$ cat src/rtl/ddr3_seq_pkg.sv
// Shared types, command encodings and refresh-debt helpers for the DDR3 init/refresh sequencer.
package ddr3_seq_pkg;

    typedef enum logic [3:0] {
        RST_HOLD,
        CKE_WAIT,
        XPR_WAIT,
        MRS2,
        MRS3,
        MRS1,
        MRS0,
        ZQCL,
        ZQ_WAIT,
        IDLE,
        PRE_ALL,
        REF_CMD
    } state_t;

    typedef struct packed {
        logic cs_n;
        logic ras_n;
        logic cas_n;
        logic we_n;
    } cmd_t;

    localparam logic [3:0] CMD_NOP   = 4'b0111;
    localparam logic [3:0] CMD_MRS   = 4'b0000;
    localparam logic [3:0] CMD_REF   = 4'b0001;
    localparam logic [3:0] CMD_PRE   = 4'b0010;
    localparam logic [3:0] CMD_ZQ    = 4'b0110;
    // Chip deselected: the only legal bus state while CKE is still low.
    localparam logic [3:0] CMD_DESEL = 4'b1111;

    localparam logic [3:0] OWED_MAX       = 4'd9;
    localparam logic [3:0] OWED_OVF_LIMIT = 4'd8;

    // Expiry and completion in the same cycle cancel; the debt saturates at OWED_MAX.
    function automatic logic [3:0] owed_step(input logic [3:0] owed, input logic inc, input logic dec);
        logic [3:0] nxt;
        nxt = owed;
        if (inc && dec) begin
            nxt = owed;
        end else if (inc) begin
            if (owed < OWED_MAX) nxt = owed + 4'd1;
            else                 nxt = owed;
        end else if (dec) begin
            if (owed != 4'd0) nxt = owed - 4'd1;
            else              nxt = owed;
        end else begin
            nxt = owed;
        end
        return nxt;
    endfunction

endpackage

$ cat src/rtl/ddr3_init_refresh_seq_timer.sv
// Refresh interval timer: counts tREFI periods, tracks owed refreshes and flags overflow.
module ddr3_refresh_timer
    import ddr3_seq_pkg::*;
#(
    parameter int CNT_W  = 16,
    parameter int T_REFI = 3120
) (
    input  logic i_clk,
    input  logic i_rst_n,
    input  logic i_enable,
    input  logic i_owed_dec,
    output logic o_ref_due,
    output logic o_ref_overflow
);

    localparam logic [CNT_W-1:0] L_REFI = CNT_W'(T_REFI - 1);

    logic [CNT_W-1:0] r_tmr;
    logic [CNT_W-1:0] w_tmr_nxt;
    logic [3:0]       r_owed;
    logic [3:0]       w_owed_nxt;
    logic             r_ovf;
    logic             w_wrap;

    // Interval counter and next owed count.
    always_comb begin
        w_wrap    = 1'b0;
        w_tmr_nxt = '0;
        if (i_enable) begin
            if (r_tmr == L_REFI) begin
                w_wrap    = 1'b1;
                w_tmr_nxt = '0;
            end else begin
                w_tmr_nxt = r_tmr + CNT_W'(1);
            end
        end else begin
            w_tmr_nxt = '0;
        end
        w_owed_nxt = owed_step(r_owed, w_wrap, i_owed_dec);
    end

    // Look-ahead so the parent can register ref_req in the same cycle the debt changes.
    assign o_ref_due      = (w_owed_nxt != 4'd0);
    assign o_ref_overflow = r_ovf;

    // Timer, debt and sticky overflow registers.
    always_ff @(posedge i_clk) begin
        if (!i_rst_n) begin
            r_tmr  <= '0;
            r_owed <= 4'd0;
            r_ovf  <= 1'b0;
        end else begin
            r_tmr  <= w_tmr_nxt;
            r_owed <= w_owed_nxt;
            r_ovf  <= r_ovf | (w_owed_nxt > OWED_OVF_LIMIT);
        end
    end

endmodule

$ cat src/rtl/ddr3_init_refresh_seq.sv
// DDR3 command generator: JEDEC power-up/MRS/ZQCL init, then PRE-ALL + REFRESH under a req/ack handshake.
module ddr3_init_refresh_seq
    import ddr3_seq_pkg::*;
#(
    parameter int                   BA_BITS   = 3,
    parameter int                   ADDR_BITS = 14,
    parameter int                   CNT_W     = 16,
    parameter int                   T_RESET   = 200,
    parameter int                   T_CKE     = 500,
    parameter int                   T_XPR     = 64,
    parameter int                   T_MRD     = 4,
    parameter int                   T_MOD     = 12,
    parameter int                   T_ZQINIT  = 512,
    parameter int                   T_RP      = 6,
    parameter int                   T_RFC     = 44,
    parameter int                   T_REFI    = 3120,
    parameter logic [ADDR_BITS-1:0] MR0_VAL   = 14'h0520,
    parameter logic [ADDR_BITS-1:0] MR1_VAL   = 14'h0044,
    parameter logic [ADDR_BITS-1:0] MR2_VAL   = 14'h0000,
    parameter logic [ADDR_BITS-1:0] MR3_VAL   = 14'h0000
) (
    input  logic                 ck,
    input  logic                 rst_n,
    input  logic                 ref_ack,
    output logic                 ddr_rst_n,
    output logic                 cke,
    output logic                 cs_n,
    output logic                 ras_n,
    output logic                 cas_n,
    output logic                 we_n,
    output logic                 odt,
    output logic [BA_BITS-1:0]   ba,
    output logic [ADDR_BITS-1:0] addr,
    output logic                 init_done,
    output logic                 ref_req,
    output logic                 ref_busy,
    output logic                 ref_overflow
);

    localparam logic [CNT_W-1:0]     L_RESET  = CNT_W'(T_RESET - 1);
    localparam logic [CNT_W-1:0]     L_CKE    = CNT_W'(T_CKE - 1);
    localparam logic [CNT_W-1:0]     L_XPR    = CNT_W'(T_XPR - 1);
    localparam logic [CNT_W-1:0]     L_MRD    = CNT_W'(T_MRD - 1);
    localparam logic [CNT_W-1:0]     L_MOD    = CNT_W'(T_MOD - 1);
    localparam logic [CNT_W-1:0]     L_ZQINIT = CNT_W'(T_ZQINIT - 1);
    localparam logic [CNT_W-1:0]     L_RP     = CNT_W'(T_RP - 1);
    localparam logic [CNT_W-1:0]     L_RFC    = CNT_W'(T_RFC - 1);
    localparam logic [ADDR_BITS-1:0] A10      = ADDR_BITS'(14'h0400);

    state_t               r_state, w_state_nxt;
    logic [CNT_W-1:0]     r_cnt, w_cnt_nxt;
    cmd_t                 r_cmd, w_cmd_nxt;
    logic [BA_BITS-1:0]   r_ba, w_ba_nxt;
    logic [ADDR_BITS-1:0] r_addr, w_addr_nxt;
    logic                 r_ddr_rst_n, w_ddr_rst_n_nxt;
    logic                 r_cke, w_cke_nxt;
    logic                 r_init_done, w_init_done_nxt;
    logic                 r_ref_req;
    logic                 r_ref_busy;
    logic                 w_owed_dec;
    logic                 w_ref_due;
    logic                 w_ref_overflow;

    ddr3_refresh_timer #(
        .CNT_W  (CNT_W),
        .T_REFI (T_REFI)
    ) u_timer (
        .i_clk          (ck),
        .i_rst_n        (rst_n),
        .i_enable       (r_init_done),
        .i_owed_dec     (w_owed_dec),
        .o_ref_due      (w_ref_due),
        .o_ref_overflow (w_ref_overflow)
    );

    // Next-state and next-command logic; each state issues its command on entry, then waits.
    always_comb begin
        w_state_nxt      = r_state;
        w_cnt_nxt        = r_cnt + CNT_W'(1);
        w_cmd_nxt        = r_cke ? cmd_t'(CMD_NOP) : cmd_t'(CMD_DESEL);
        w_ba_nxt         = '0;
        w_addr_nxt       = '0;
        w_ddr_rst_n_nxt  = r_ddr_rst_n;
        w_cke_nxt        = r_cke;
        w_init_done_nxt  = r_init_done;
        w_owed_dec       = 1'b0;
        case (r_state)
            RST_HOLD: begin
                if (r_cnt == L_RESET) begin
                    w_state_nxt     = CKE_WAIT;
                    w_cnt_nxt       = '0;
                    w_ddr_rst_n_nxt = 1'b1;
                end else begin
                    w_state_nxt = RST_HOLD;
                end
            end
            CKE_WAIT: begin
                if (r_cnt == L_CKE) begin
                    w_state_nxt = XPR_WAIT;
                    w_cnt_nxt   = '0;
                    w_cke_nxt   = 1'b1;
                    w_cmd_nxt   = cmd_t'(CMD_NOP);
                end else begin
                    w_state_nxt = CKE_WAIT;
                end
            end
            XPR_WAIT: begin
                if (r_cnt == L_XPR) begin
                    w_state_nxt = MRS2;
                    w_cnt_nxt   = '0;
                    w_cmd_nxt   = cmd_t'(CMD_MRS);
                    w_ba_nxt    = BA_BITS'(3'd2);
                    w_addr_nxt  = MR2_VAL;
                end else begin
                    w_state_nxt = XPR_WAIT;
                end
            end
            MRS2: begin
                if (r_cnt == L_MRD) begin
                    w_state_nxt = MRS3;
                    w_cnt_nxt   = '0;
                    w_cmd_nxt   = cmd_t'(CMD_MRS);
                    w_ba_nxt    = BA_BITS'(3'd3);
                    w_addr_nxt  = MR3_VAL;
                end else begin
                    w_state_nxt = MRS2;
                end
            end
            MRS3: begin
                if (r_cnt == L_MRD) begin
                    w_state_nxt = MRS1;
                    w_cnt_nxt   = '0;
                    w_cmd_nxt   = cmd_t'(CMD_MRS);
                    w_ba_nxt    = BA_BITS'(3'd1);
                    w_addr_nxt  = MR1_VAL;
                end else begin
                    w_state_nxt = MRS3;
                end
            end
            MRS1: begin
                if (r_cnt == L_MRD) begin
                    w_state_nxt = MRS0;
                    w_cnt_nxt   = '0;
                    w_cmd_nxt   = cmd_t'(CMD_MRS);
                    w_ba_nxt    = BA_BITS'(3'd0);
                    w_addr_nxt  = MR0_VAL;
                end else begin
                    w_state_nxt = MRS1;
                end
            end
            MRS0: begin
                if (r_cnt == L_MOD) begin
                    w_state_nxt = ZQCL;
                    w_cnt_nxt   = '0;
                    w_cmd_nxt   = cmd_t'(CMD_ZQ);
                    w_addr_nxt  = A10;
                end else begin
                    w_state_nxt = MRS0;
                end
            end
            // The ZQ count keeps running across the ZQCL -> ZQ_WAIT hop.
            ZQCL: begin
                w_state_nxt = ZQ_WAIT;
            end
            ZQ_WAIT: begin
                if (r_cnt == L_ZQINIT) begin
                    w_state_nxt     = IDLE;
                    w_cnt_nxt       = '0;
                    w_init_done_nxt = 1'b1;
                end else begin
                    w_state_nxt = ZQ_WAIT;
                end
            end
            IDLE: begin
                w_cnt_nxt = '0;
                if (r_ref_req && ref_ack) begin
                    w_state_nxt = PRE_ALL;
                    w_cmd_nxt   = cmd_t'(CMD_PRE);
                    w_addr_nxt  = A10;
                end else begin
                    w_state_nxt = IDLE;
                end
            end
            PRE_ALL: begin
                if (r_cnt == L_RP) begin
                    w_state_nxt = REF_CMD;
                    w_cnt_nxt   = '0;
                    w_cmd_nxt   = cmd_t'(CMD_REF);
                end else begin
                    w_state_nxt = PRE_ALL;
                end
            end
            REF_CMD: begin
                if (r_cnt == L_RFC) begin
                    w_state_nxt = IDLE;
                    w_cnt_nxt   = '0;
                    w_owed_dec  = 1'b1;
                end else begin
                    w_state_nxt = REF_CMD;
                end
            end
            default: begin
                w_state_nxt = RST_HOLD;
                w_cnt_nxt   = '0;
            end
        endcase
    end

    // State, counter and registered pin drivers.
    always_ff @(posedge ck) begin
        if (!rst_n) begin
            r_state     <= RST_HOLD;
            r_cnt       <= '0;
            r_cmd       <= cmd_t'(CMD_DESEL);
            r_ba        <= '0;
            r_addr      <= '0;
            r_ddr_rst_n <= 1'b0;
            r_cke       <= 1'b0;
            r_init_done <= 1'b0;
            r_ref_req   <= 1'b0;
            r_ref_busy  <= 1'b0;
        end else begin
            r_state     <= w_state_nxt;
            r_cnt       <= w_cnt_nxt;
            r_cmd       <= w_cmd_nxt;
            r_ba        <= w_ba_nxt;
            r_addr      <= w_addr_nxt;
            r_ddr_rst_n <= w_ddr_rst_n_nxt;
            r_cke       <= w_cke_nxt;
            r_init_done <= w_init_done_nxt;
            r_ref_req   <= (w_state_nxt == IDLE) && w_ref_due;
            r_ref_busy  <= (w_state_nxt == PRE_ALL) || (w_state_nxt == REF_CMD);
        end
    end

    assign ddr_rst_n    = r_ddr_rst_n;
    assign cke          = r_cke;
    assign cs_n         = r_cmd.cs_n;
    assign ras_n        = r_cmd.ras_n;
    assign cas_n        = r_cmd.cas_n;
    assign we_n         = r_cmd.we_n;
    assign odt          = 1'b0;
    assign ba           = r_ba;
    assign addr         = r_addr;
    assign init_done    = r_init_done;
    assign ref_req      = r_ref_req;
    assign ref_busy     = r_ref_busy;
    assign ref_overflow = w_ref_overflow;

endmodule

$ cat config.mk
export PLATFORM = sky130hd
export DESIGN_NAME = ddr3_init_refresh_seq
export DESIGN_NICKNAME = d
export VERILOG_FILES = /design/src/rtl/ddr3_seq_pkg.sv /design/src/rtl/ddr3_init_refresh_seq_timer.sv /design/src/rtl/ddr3_init_refresh_seq.sv
export SDC_FILE = /design/constraint.sdc
export NUM_CORES = 1
export LEC_CHECK = 0
export BUFFER_PORTS_ARGS = -buffer_cell sky130_fd_sc_hd__buf_2
export CORE_UTILIZATION = 30
export CTS_CLUSTER_DIAMETER = 80
export DETAILED_ROUTE_END_ITERATION = 8
export PLACE_DENSITY = 0.57
export SKIP_CTS_REPAIR_TIMING = 1
export SLEW_MARGIN = 40
export SYNTH_ARGS = -nofsm -noshare
export SYNTH_HDL_FRONTEND = slang
export SYNTH_SLANG_ARGS = --single-unit
$ cat constraint.sdc
create_clock -name ck -period 4.8 [get_ports ck]
set_input_delay 0.48 -clock ck [delete_from_list [all_inputs] [get_ports ck]]
set_output_delay 0.48 -clock ck [all_outputs]
set_load 0.05 [all_outputs]
Yosys cells after proc, flatten, opt, wreduce, memory -nomap -nowiden. Cells that the tools add are included.

Add/sub/neg operators: 4. $mul: 0. Div/mod/pow operators: 0. Order comparisons: 2. Equality and inequality tests: 23. Shift-type cells: 0. Muxes and demuxes: 47. Bitwise gates (word level): 3. Reduce and logical (&&, ||, !) cells: 12.

Operator list (count): $pmux W16 S9 (1); $mux W16 (8); $mux W4 (12); $pmux W4 S12 (1); $pmux W11 S4 (1); $mux W11 (3); $add A16 B1 Y16 const B (2); $eq A16 B6 Y1 const B (2); $eq A16 B9 Y1 const B (2); $eq A4 B4 Y1 const B (7); $pmux W4 S6 (1); $eq A16 B12 Y1 const B (1); $eq A16 B2 Y1 const B (1); $eq A16 B3 Y1 const B (1); $eq A16 B4 Y1 const B (1); $eq A16 B8 Y1 const B (1); $eq A4 B3 Y1 const B (4); $mux W2 (6); $mux W1 (11); $eq A4 B2 Y1 const B (2); $reduce_bool A4 Y1 (2); $mux W7 (1); $pmux W2 S3 (1); $reduce_and A2 Y1 (3); 12 further kinds (16).

Register bits after elaboration: 67. Latch bits: 0. RAM bits: 0. Bits in read-only memories: 0. Input port bits: 3. Output and inout bits: 28. Logic and storage cells: 107. Memories kept: 0.

Depth between registers and ports, before layout.
Depth in word-level cells: 8. Mapped depth: 9. Depth with buffers taken out: 8.

Cells and area by module. From an unflattened synthesis, not the netlist that was laid out.

Cells, all modules: 379. Area, all modules: 3234.4 um2.

Modules (own cells, without submodules): ddr3_init_refresh_seq (instances 1, cells each 249, area each 2030.7 um2, seq. area each 680.7 um2); ddr3_refresh_timer (instances 1, cells each 130, area each 1203.7 um2, seq. area each 420.4 um2).

Least setup slack after synthesis. No wires, ideal clock.

Path type: reg-to-reg. From: register r_init_done, in the netlist init_done. To: register r_ref_req, in the netlist ref_req. Library setup time: 0.117 ns. Data arrival time: 2.319 ns. Data required time: 4.683 ns. Setup slack: 2.364 ns. Stages on the path, launching flop included: 8. Buffers on the path: 0. Clock period less this slack: 2.436 ns. Cells stage by stage: dfxtp_1 > or4b_1 > or4_4 > nand4_2 > nor3_1 > a221oi_2 > nand4_1 > and4b_1.

Cells in the longest elaborated chain, start to end: 5. Elaborated cells between the ends (all ways): 6. Classes of those cells: 3 x mux; 3 x reduce/logical.

RTL lines: start: declaration (RTL line ddr3_init_refresh_seq.sv:57) `logic r_init_done, w_init_done_nxt;`; start signal: assignment (RTL line ddr3_init_refresh_seq.sv:230) `r_init_done <= w_init_done_nxt;`; $mux W1 (*) (RTL line ddr3_init_refresh_seq_timer.sv:29) `if (i_enable) begin`; $mux W4 or $logic_and A1 B1 Y1 (tied branches) (RTL line ddr3_seq_pkg.sv:43, ddr3_seq_pkg.sv:41); $mux W4 (*) (RTL line ddr3_seq_pkg.sv:41) `if (inc && dec) begin`; $reduce_bool A4 Y1 (*) (RTL line ddr3_init_refresh_seq_timer.sv:43) `assign o_ref_due = (w_owed_nxt != 4'd0);`; $logic_and A1 B1 Y1 (*) (RTL line ddr3_init_refresh_seq.sv:231) `r_ref_req <= (w_state_nxt == IDLE) && w_ref_due;`; end signal: assignment (RTL line ddr3_init_refresh_seq.sv:231); end: declaration (RTL line ddr3_init_refresh_seq.sv:58) `logic r_ref_req;`.

Every way passes the cells marked *; elsewhere a longest branch is shown, timed or not. A chain may end at the register's enable or synchronous reset.

Worst setup path in the final report.
From: register r_state[1]. To: register r_ref_req, in the netlist ref_req.

Cells in the longest elaborated chain, start to end: 7. Elaborated cells between the ends (all ways): 21. Classes of those cells: 12 x eq/ne; 5 x mux; 4 x reduce/logical.

RTL lines: start: declaration (RTL line ddr3_init_refresh_seq.sv:50) `state_t r_state, w_state_nxt;`; start signal: assignment (RTL line ddr3_init_refresh_seq.sv:223) `r_state <= w_state_nxt;`; $eq A4 B4 Y1 (RTL line ddr3_init_refresh_seq.sv:87) `case (r_state)`; $mux W1 (RTL line ddr3_init_refresh_seq.sv:87); $mux W4 (RTL line ddr3_seq_pkg.sv:46) `end else if (dec) begin`; $mux W4 (RTL line ddr3_seq_pkg.sv:43) `end else if (inc) begin`; $mux W4 (RTL line ddr3_seq_pkg.sv:41); $reduce_bool A4 Y1 (RTL line ddr3_init_refresh_seq_timer.sv:43); $logic_and A1 B1 Y1 (*) (RTL line ddr3_init_refresh_seq.sv:231).

Marks and branches as above.

==> metrics.md <==
| Metric | Value |
|---|---|
| Status | `finished clean` |
| Critical path, cell by cell | `nand2_1, nor4_1, and3_1, mux2i_1, xnor2_1, nand4_1, and4b_1` |
| Die area | `10400 sq um` |
| All-layer global routing usage | `0.135` |
| RR Endpoint | `ref_req$_SDFF_PN0_` |
| Placed cell area | `3170 sq um` |
| Die Wd | `102 um` |
| I/O Pins | `31` |
| Post-synthesis sequential area ratio | `0.365` |
| Hold WS | `0.466 ns` |
| Pwr Density | `233 nW/um^2` |
| Grt total ovfl | `0` |
| Die span in y | `102 um` |
| Initial antenna violation count | `0` |
| Top delay family on crit path | `simple AND/OR/NAND/NOR gates` |
| Rel. slew slack | `0.511` |
| Detailed Route WL | `6.64 mm` |
| First-pass GRT wire length | `11.3 mm` |
| Crit path DAT | `2.83 ns` |
| H-tree depth | `2` |
| Worst Hold End | `u_timer.r_tmr[0]$_SDFF_PP0_` |
| R2R Setup Slk | `2.19 ns` |
| Share of post-route cells with drive strength above 1 | `0.104` |
| Unrepaired setup endpoints after global routing | `false` |
| Non-filler cells, final | `517` |
| Most common cell after layout, fill and taps aside | `dfxtp_1` |
| Min-delay src | `u_timer.r_tmr[0]$_SDFF_PP0_` |
| Worst skew pair latency | `0.31 ns` |
| Initial DRT Pass Iterations | `5` |
| Leak | `1.15 nW` |
| CTS tree | `built` |
| GR peak layer | `met2` |
| # diodes | `0` |
| CP max stage cell | `dfxtp_1` |
| GR Util met1 | `0.184` |
| Largest buffer count on any clock path | `2` |
| Post-Route Setup TNS | `0 ns` |
| VDD IR-drop max | `0.0000966 V` |
| GP Congestion | `0.895` |
| M3 GR Usage | `0.0130` |
| Post-Place Setup Slack | `2.23 ns` |
| Met2 Use GR | `0.217` |
| # DRC | `0` |
| Worst R2R Start | `r_state[1]$_SDFF_PN0_` |
| Area growth syn-to-layout | `8.14%` |
| Final cycle utilization of the critical path | `0.545` |
| Commonest cells after routing, fill and taps aside | `dfxtp_1, nor2_1, nand3_1, nand2_1, buf_2` |
| Slew Viols, Final | `0` |
| Port bufs | `19` |
| CP peak stage delay | `0.67 ns` |
| Largest net degree at the start of global routing | `24` |
| Hold Fails Final Rpt | `0` |
| Synthesis-stage register bit count | `55` |
| Post-synth ARST share | `0` |
| Avg WL per Cell | `12.8 um` |
| Detail Route Antenna Nets | `0` |
| CP Class | `register to register` |
| Most used flip-flop cell after synthesis | `dfxtp_1` |
| Vias post-DR | `2620` |
| Core ar. | `9770 sq um` |
| Ys Warns | `0` |
| Cts bufs inserted | `5` |
| # Max-Cap Violations | `0` |
| WP buf/inv | `0` |
| Cells on worst reg2reg path | `7` |
| Final #Nets | `393` |
| Fin crit period | `2.61 ns` |
| Startpoint types | `register` |
| Post-detail-place hpwl | `4.92 mm` |
| Min-delay worst type | `register to register` |
| 1st-iter DRT viols | `210` |
| CTS sink cnt | `55` |
| Syn Inst Count | `375` |
| Vias in the first global route | `2333` |
| Cell Rows | `36` |
| Vias per Instance | `5.07` |
| Worst Hold Depth | `1` |
| Placed Instances | `509` |
| Fmax | `382 MHz` |
| Final worst slack | `2.19 ns` |
| Unique masters post-synth | `56` |
| Worst-margin pin slew | `0.732 ns` |
| CTS clock-pin slew for the worst setup and hold paths | `0.10 ns` |
| Post-synth EDFFs | `0` |
| Root buffer cell | `clkbuf_8` |
| Critical Path End Type | `register` |
| Syn avg cell area | `8.03 sq um` |
| Initial Utilization | `0.308` |
| CP max FO | `16` |
| WP data required | `5.02 ns` |
| Final setup violation count | `0` |
| Skew final | `0.00446 ns` |
| Synthesized area | `3010 sq um` |
| Design Area, Final | `3260 sq um` |
[Yosys cell counts, drive strengths merged (13+ instances only)]
| cell | number | area (sq um) |
|---|---|---|
| a21oi | 13 | 65.1 |
| o21ai | 13 | 65.1 |
| nand2 | 25 | 93.8 |
| nand4 | 15 | 100 |
| buf | 16 | 113 |
| nor3 | 17 | 85.1 |
| nand3 | 25 | 125 |
| xor2 | 17 | 149 |
| clkbuf | 13 | 48.8 |
| nor2 | 53 | 199 |
| dfxtp | 55 | 1100 |
[routing by layer]
metal	up-vias	wire length, um
met4	0	127
li1	1311	-
met1	1206	3230
met2	87	3000
met5	-	0
met3	16	286
[worst max-delay path by stage]
stage	start	end	slack, ns	cells after the start
after global routing	r_state[1]$_SDFF_PN0_	ref_req$_SDFF_PN0_	1.85	7
after detailed placement	r_state[1]$_SDFF_PN0_	ref_req$_SDFF_PN0_	2.23	7
after floorplan	init_done$_SDFFE_PN0P_	ref_req$_SDFF_PN0_	2.36	7
after CTS	r_state[1]$_SDFF_PN0_	ref_req$_SDFF_PN0_	2.21	7
final	r_state[1]$_SDFF_PN0_	ref_req$_SDFF_PN0_	2.19	7
after global placement	r_state[1]$_SDFF_PN0_	ref_req$_SDFF_PN0_	2.17	7
[logic make-up (layout without fill, tap and decap cells)]
family,Yosys count,in the layout,share of synthesized area
AOI/OAI and AO/OA,52,52,0.115
xor gates and xnor gates,29,29,0.0843
adders and majority gates,7,7,0.0291
buffers and inverters,42,41,0.0698
DFF,55,55,0.365
muxes,2,2,0.00664
other,1,11,0.00124
and+or+nand+nor,187,187,0.328
[final cells by class]
class                           instances  area [sq um]
Timing Repair Buffer                   20           103
Fill cell                            1050          6520
Multi-Input combinational cell        288          1750
Tap cell                              133           166
Clock buffer                            5          68.8
Clock inverter                          3          23.8
Inverter                               13          48.8
Sequential cell                        55          1100
[sequential cells by signal, summed over array words and instances (netlist names)]
register                count
addr                        3
ba                          2
cas_n                       1
cke                         1
cs_n                        1
ddr_rst_n                   1
init_done                   1
r_cnt                      16
r_state                     4
ras_n                       1
ref_busy                    1
ref_req                     1
u_timer.o_ref_overflow      1
u_timer.r_owed              4
u_timer.r_tmr              16
we_n                        1
[power by group]
| group | total (mW) | internal, mW | switching, mW | leakage, nW |
|---|---|---|---|---|
| logic | 0.0350 | 0.00583 | 0.0292 | 0.667 |
| registers | 0.462 | 0.458 | 0.00339 | 0.444 |
| clock network | 0.263 | 0.105 | 0.158 | 0.0408 |
| total | 0.759 | 0.569 | 0.191 | 1.15 |
[metrics by stage]
stage | utilization | total power, mW
6_report | 0.333 | 0.759
5_1_grt | 0.333 | 0.794
4_1_cts | 0.333 | 0.772
3_5_place_dp | 0.324 | 0.507
3_3_place_gp | 0.323 | 0.507
2_1_floorplan | - | 0.510
(Power assumes the default switching activity.)
